`config.mk`:
```
export PLATFORM = sky130hd
export DESIGN_NAME = uart_msg_tx_flat
export DESIGN_NICKNAME = d
export VERILOG_FILES = /design/src/rtl/uart_msg_tx_if.sv /design/src/rtl/uart_msg_tx.sv /design/src/flat_wrapper.sv
export SDC_FILE = /design/constraint.sdc
export NUM_CORES = 1
export LEC_CHECK = 0
export ABC_AREA = 0
export ABC_CLOCK_PERIOD_IN_PS = 3650
export CORE_UTILIZATION = 50
export CTS_CLUSTER_DIAMETER = 100
export CTS_CLUSTER_SIZE = 30
export DETAILED_ROUTE_END_ITERATION = 7
export PLACE_DENSITY = 0.67
export SYNTH_ARGS = -nofsm -noshare
export SYNTH_HDL_FRONTEND = slang
export SYNTH_SLANG_ARGS = --single-unit
```
`constraint.sdc`:
```
create_clock -name clk -period 3.65 [get_ports clk]
set_input_delay 0.73 -clock clk [delete_from_list [all_inputs] [get_ports clk]]
set_output_delay 0.73 -clock clk [all_outputs]
set_load 0.02 [all_outputs]
```
`src/rtl/uart_msg_tx_if.sv`:
```
// uart_msg_tx_if: host write/start handshake and serial line bundle for uart_msg_tx
interface uart_msg_tx_if #(
  parameter int DATA_BITS = 8,
  parameter int MSG_DEPTH = 16
);
  logic                           wr_en;
  logic [$clog2(MSG_DEPTH)-1:0]   wr_addr;
  logic [DATA_BITS-1:0]           wr_data;
  logic [$clog2(MSG_DEPTH+1)-1:0] msg_len;
  logic                           start;
  logic                           abort;
  logic                           tx;
  logic                           busy;
  logic                           char_done;
  logic                           done;
  modport master (output wr_en, wr_addr, wr_data, msg_len, start, abort,
                  input  tx, busy, char_done, done);
  modport slave  (input  wr_en, wr_addr, wr_data, msg_len, start, abort,
                  output tx, busy, char_done, done);
endinterface

```
`src/rtl/uart_msg_tx.sv`:
```
// uart_msg_tx: buffered UART message transmitter with busy/done/abort handshake
module uart_msg_tx #(
  parameter int CLKS_PER_BIT = 434,
  parameter int DATA_BITS    = 8,
  parameter int MSG_DEPTH    = 16,
  parameter int PARITY_EN    = 0,
  parameter int PARITY_ODD   = 0,
  parameter int STOP_BITS    = 1
) (
  input logic clk,
  input logic jreset,
  uart_msg_tx_if.slave u
);
  localparam int AW = $clog2(MSG_DEPTH);
  localparam int LW = $clog2(MSG_DEPTH + 1);
  localparam int BW = $clog2(CLKS_PER_BIT);
  localparam logic [BW-1:0] BLAST = BW'(CLKS_PER_BIT - 1);
  localparam logic [2:0] LAST_DB = 3'(DATA_BITS - 1);
  localparam logic [2:0] LAST_SB = 3'(STOP_BITS - 1);
  typedef enum logic [2:0] {IDLE, START, DATA, PARITY, STOP} state_t;
  state_t               state_q, state_d;
  logic [BW-1:0]        baud_q, baud_d;
  logic [2:0]           bit_q, bit_d;
  logic [AW-1:0]        idx_q, idx_d;
  logic [LW-1:0]        len_q, len_d;
  logic [DATA_BITS-1:0] sh_q, sh_d;
  logic                 par_q, par_d;
  logic                 tx_q, tx_d, busy_q, busy_d, cd_q, cd_d, done_q, done_d;
  logic                 fin, wrap, nxt, we;
  logic [DATA_BITS-1:0] ch0, rd;
  logic [DATA_BITS-1:0] mem [MSG_DEPTH];
  assign we   = u.wr_en && !busy_q;
  assign wrap = baud_q == BLAST;
  assign nxt  = LW'(idx_q) + LW'(1) < len_q;
  assign ch0  = (we && u.wr_addr == '0) ? u.wr_data : mem[0];
  assign rd   = mem[idx_q + AW'(1)];
  // character buffer: host writes only while idle, never reset
  always_ff @(posedge clk) begin
    if (we) mem[u.wr_addr] <= u.wr_data;
  end
  // state, datapath and registered outputs
  always_ff @(posedge clk or posedge jreset) begin
    if (jreset) begin
      state_q <= IDLE;
      baud_q  <= '0;
      bit_q   <= '0;
      idx_q   <= '0;
      len_q   <= '0;
      sh_q    <= '0;
      par_q   <= 1'b0;
      tx_q    <= 1'b1;
      busy_q  <= 1'b0;
      cd_q    <= 1'b0;
      done_q  <= 1'b0;
    end else begin
      state_q <= state_d;
      baud_q  <= baud_d;
      bit_q   <= bit_d;
      idx_q   <= idx_d;
      len_q   <= len_d;
      sh_q    <= sh_d;
      par_q   <= par_d;
      tx_q    <= tx_d;
      busy_q  <= busy_d;
      cd_q    <= cd_d;
      done_q  <= done_d;
    end
  end
  // next-state: bit sequencing, character fetch at each START entry, abort override
  always_comb begin
    state_d = state_q;
    baud_d  = (state_q == IDLE || wrap) ? '0 : baud_q + 1'b1;
    bit_d   = bit_q;
    idx_d   = idx_q;
    len_d   = len_q;
    sh_d    = sh_q;
    par_d   = par_q;
    fin     = 1'b0;
    case (state_q)
      IDLE: if (u.start && u.msg_len != '0) begin
        state_d = START;
        len_d   = u.msg_len > LW'(MSG_DEPTH) ? LW'(MSG_DEPTH) : u.msg_len;
        idx_d   = '0;
        sh_d    = ch0;
        par_d   = ^ch0 ^ 1'(PARITY_ODD);
      end
      START: if (wrap) begin
        state_d = DATA;
        bit_d   = '0;
      end
      DATA: if (wrap) begin
        sh_d    = sh_q >> 1;
        bit_d   = bit_q == LAST_DB ? 3'd0 : bit_q + 3'd1;
        state_d = bit_q != LAST_DB ? DATA : PARITY_EN != 0 ? PARITY : STOP;
      end
      PARITY: if (wrap) begin
        state_d = STOP;
        bit_d   = '0;
      end
      STOP: if (wrap) begin
        bit_d = bit_q == LAST_SB ? 3'd0 : bit_q + 3'd1;
        if (bit_q == LAST_SB) begin
          fin     = 1'b1;
          state_d = nxt ? START : IDLE;
          if (nxt) begin
            idx_d = idx_q + AW'(1);
            sh_d  = rd;
            par_d = ^rd ^ 1'(PARITY_ODD);
          end
        end
      end
      default: state_d = IDLE;
    endcase
    if (u.abort && state_q != IDLE) begin
      state_d = IDLE;
      baud_d  = '0;
      bit_d   = '0;
      fin     = 1'b0;
    end
  end
  // outputs decoded from the upcoming state so they register in step with it
  always_comb begin
    tx_d   = state_d == START ? 1'b0 : state_d == DATA ? sh_d[0] : state_d == PARITY ? par_d : 1'b1;
    busy_d = state_d != IDLE;
    cd_d   = fin;
    done_d = fin && state_d == IDLE;
  end
  assign u.tx        = tx_q;
  assign u.busy      = busy_q;
  assign u.char_done = cd_q;
  assign u.done      = done_q;
endmodule

```
`src/flat_wrapper.sv`:
```
// flat-port wrapper written by rule: the top's interface ports become plain ports
module uart_msg_tx_flat 
#(
  parameter int CLKS_PER_BIT = 434,
  parameter int DATA_BITS    = 8,
  parameter int MSG_DEPTH    = 16,
  parameter int PARITY_EN    = 0,
  parameter int PARITY_ODD   = 0,
  parameter int STOP_BITS    = 1
)
  (clk, jreset, u_wr_en, u_wr_addr, u_wr_data, u_msg_len, u_start, u_abort, u_tx, u_busy, u_char_done, u_done);
  uart_msg_tx_if #(.DATA_BITS(DATA_BITS), .MSG_DEPTH(MSG_DEPTH)) u_i ();
  input logic clk;
  input logic jreset;
  input wire logic [$bits(u_i.wr_en)-1:0] u_wr_en;
  input wire logic [$bits(u_i.wr_addr)-1:0] u_wr_addr;
  input wire logic [$bits(u_i.wr_data)-1:0] u_wr_data;
  input wire logic [$bits(u_i.msg_len)-1:0] u_msg_len;
  input wire logic [$bits(u_i.start)-1:0] u_start;
  input wire logic [$bits(u_i.abort)-1:0] u_abort;
  output wire logic [$bits(u_i.tx)-1:0] u_tx;
  output wire logic [$bits(u_i.busy)-1:0] u_busy;
  output wire logic [$bits(u_i.char_done)-1:0] u_char_done;
  output wire logic [$bits(u_i.done)-1:0] u_done;
  assign u_i.wr_en = u_wr_en;
  assign u_i.wr_addr = u_wr_addr;
  assign u_i.wr_data = u_wr_data;
  assign u_i.msg_len = u_msg_len;
  assign u_i.start = u_start;
  assign u_i.abort = u_abort;
  assign u_tx = u_i.tx;
  assign u_busy = u_i.busy;
  assign u_char_done = u_i.char_done;
  assign u_done = u_i.done;
  uart_msg_tx #(.CLKS_PER_BIT(CLKS_PER_BIT), .DATA_BITS(DATA_BITS), .MSG_DEPTH(MSG_DEPTH), .PARITY_EN(PARITY_EN), .PARITY_ODD(PARITY_ODD), .STOP_BITS(STOP_BITS)) u_core (.clk(clk), .jreset(jreset), .u(u_i));
endmodule
```
==> flow_metrics.env <==
export IMPL_met3_length_um=575
export IMPL_grt_antenna_before_repair=0
export IMPL_grt_pass1_wl_um=23500
export IMPL_synthFlopType="edfxtp_1"
export IMPL_clock_sinks=165
export IMPL_routed_wl_um=15100
export IMPL_final_antenna_net_count=0
export IMPL_cts_buffers=17
export IMPL_period_minus_slack_ns=3.25
export IMPL_min_path_type="flip-flop to flip-flop"
export IMPL_die_y_um=124
export IMPL_clk_latency_ns=0.43
export IMPL_synth_warnings=0
export IMPL_rows=44
export IMPL_path_clk_slew_ns=0.06
export IMPL_synth_edf_count=128
export IMPL_cp_cell_sequence="ha_1, xor2_4, ha_1, o21a_1, o21a_2, o21ai_4, a211oi_4, a221o_1, or3_1, and3_1"
export IMPL_wirelength_met1_um=6930
export IMPL_fin_skew_ns=0.00601
export IMPL_post_cts_repair_setup_buffers=0
export IMPL_hold_viol_final=0
export IMPL_slew_headroom_pct=41.7
export IMPL_wl_per_cell_um=21.1
export IMPL_path_buf_inv=0
export IMPL_netlist_area_mm2=0.00741
export IMPL_fin_nets=552
export IMPL_worst_pin_slew_ns=0.871
export IMPL_async_flop_share_pct=22.4
export IMPL_fmax_ghz=0.307
export IMPL_grt_max_degree=22
export IMPL_cts_tree="built"
export IMPL_start_util_pct=51.2
export IMPL_final_core_util_pct=59.5
export IMPL_final_common_cell="edfxtp_1"
export IMPL_die_area_mm2=0.0153
export IMPL_crit_type="flip-flop to flip-flop"
export IMPL_power_density_mw_per_mm2=522
export IMPL_status="complete, no violations"
export IMPL_drive_above_1_share_pct=20.3
export IMPL_hold_path_startpoint="u_core.baud_q[0]"
export IMPL_slowest_stage="xor2_4"
export IMPL_hold_buffers=0
export IMPL_regToRegStartpoint="u_core.idx_q[0]"
export IMPL_finalCritPeriodShare_pct=89.2
export IMPL_final_cell_mix="edfxtp_1 (128), nor2_1 (35), dfrtp_1 (35)"
export IMPL_grt_usage_pct=21.9
export IMPL_ys_types=58
export IMPL_power_leakage_nw=2.93
export IMPL_tns_ns=0
export IMPL_critPathRequiredTime_ns=4.01
export IMPL_cpMostUsedCell="ha_1"
export IMPL_end_kind="flip-flop"
export IMPL_synthCells=463
export IMPL_syn_mean_instance_area_um2=16.0
export IMPL_setup_worst_path_start_class="flip-flop"
export IMPL_die_x_um=124
export IMPL_overflow=0
export IMPL_clk_path_buf_depth=2
export IMPL_dr_max_layer_used="met4"
export IMPL_seq_area_frac_synth_pct=64.4
export IMPL_final_max_slew_viol_count=0
export IMPL_root_buffer="clkbuf_16"
export IMPL_hold_depth=1
export IMPL_syn_num_nets=495
export IMPL_cts_max_level=4
export IMPL_io_buffer_count=25
export IMPL_wl_met2_um=7370
export IMPL_drcViolationCount=0
export IMPL_cp_max_fo=15
export IMPL_drt_initial_drc_count=292
export IMPL_setup_viol=0
export IMPL_hpwl_um=10600
export IMPL_critPathArrivalTime_ns=3.62
export IMPL_cpPeakStageDelay_ns=0.54
export IMPL_gp_congestion=0.886
export IMPL_cpLargestDelayFamily="compound AO/OA/AOI/OAI gates"
export IMPL_io_pins=26
export IMPL_antenna_cells=0
export IMPL_vias=4223
export IMPL_max_cap_viol_count=0
export IMPL_core_mm2=0.0145
export IMPL_rsz0062_at_grt="no"
export IMPL_path_depth=10
export IMPL_peakVddDrop_uv=343
export IMPL_crit_start="u_core.idx_q[0]"
export IMPL_first_pass_iters=4
export IMPL_reg2regPathDepth=10
export IMPL_yosys_register_bits=165
export IMPL_grt_pass1_vias=4281
export IMPL_viasPerCell=5.89
export IMPL_cts_resized=0
export IMPL_area_delta_synth_final_pct=16.3
## Yosys cell counts (all sizes together), types with 6 or more instances
master	number	area [µm²]
edfxtp	128	3840
mux4	38	875
dfrtp	36	901
nor2	36	138
nand2	29	125
xnor2	25	219
o21ai	22	121
xor2	18	165
inv	11	41.3
ha	10	125
mux2i	10	100
nor3	10	72.6
nand3	9	45.0
nand2b	8	50.1
a21oi	7	42.5
a221o	7	70.1
buf	7	43.8
clkbuf	7	36.3
a211oi	6	57.6
## worst paths after layout
path | to | slack (ns)
setup / recovery | u_core.u.tx | 0.40
hold / removal | u_core.baud_q[0] | 0.49
setup reg to reg | u_core.u.tx | 0.40
hold reg to reg | u_core.baud_q[0] | 0.49
max in group asynchronous | u_core.u.tx | 2.21
min in group asynchronous | u_core.sh_q[0] | 0.75
## report_power, final
group          total, W  switching (W)  internal (W)
Sequential      0.00223      0.0000761       0.00215
Clock           0.00177       0.000743       0.00102
Combinational  0.000503       0.000287      0.000216
## registers in the layout (all words and copies together) (netlist names)
| name | cells |
|---|---|
| u_core.mem | 128 |
| u_core.baud_q | 9 |
| u_core.len_q | 5 |
| u_core.par_q | 1 |
| u_core.u.tx | 1 |
| u_core.state_q | 3 |
| u_core.u.done | 1 |
| u_core.bit_q | 3 |
| u_core.sh_q | 8 |
| u_core.idx_q | 4 |
| u_core.u.busy | 1 |
| u_core.u.char_done | 1 |
## metal layers
metal / vias up / GRT usage [%]
met5: - / 0
li1: 1904 / -
met4: 0 / 9.19
met1: 2194 / 29.5
met2: 103 / 34.3
met3: 22 / 4.95
## logic make-up after synthesis
logic type               synth area share [%]
AO/OA/AOI/OAI                            5.56
XOR/XNOR                                 5.18
adder cells (fa/ha/maj)                  1.69
buffers and inverters                    1.64
flip-flops                               64.4
multiplexers                             13.2
AND/OR/NAND/NOR                          8.39
## through the flow
| stage | hold slack [ns] | std cells | setup slack, ns | instance area, µm² | power, W |
|---|---|---|---|---|---|
| floorplan | 0.450 | 463 | 0.495 | 7410 | 0.00257 |
| global placement | 0.479 | 685 | 0.453 | 8040 | 0.00275 |
| detailed placement | 0.489 | 685 | 0.424 | 8040 | 0.00277 |
| CTS | 0.497 | 717 | 0.410 | 8620 | 0.00453 |
| global route | 0.517 | 717 | 0.230 | 8620 | 0.00465 |
| finish | 0.490 | 717 | 0.395 | 8620 | 0.00450 |
## area by class of cell
type / count / area (µm²)
clock buffer: 20 / 437
fill: 1092 / 5860
inverter: 11 / 41.3
multi-input combinational: 273 / 2540
timing repair buffer: 52 / 453
sequential: 165 / 4770
clock inverter: 12 / 145
tap: 184 / 230
Power figures use the tool's default switching activity.
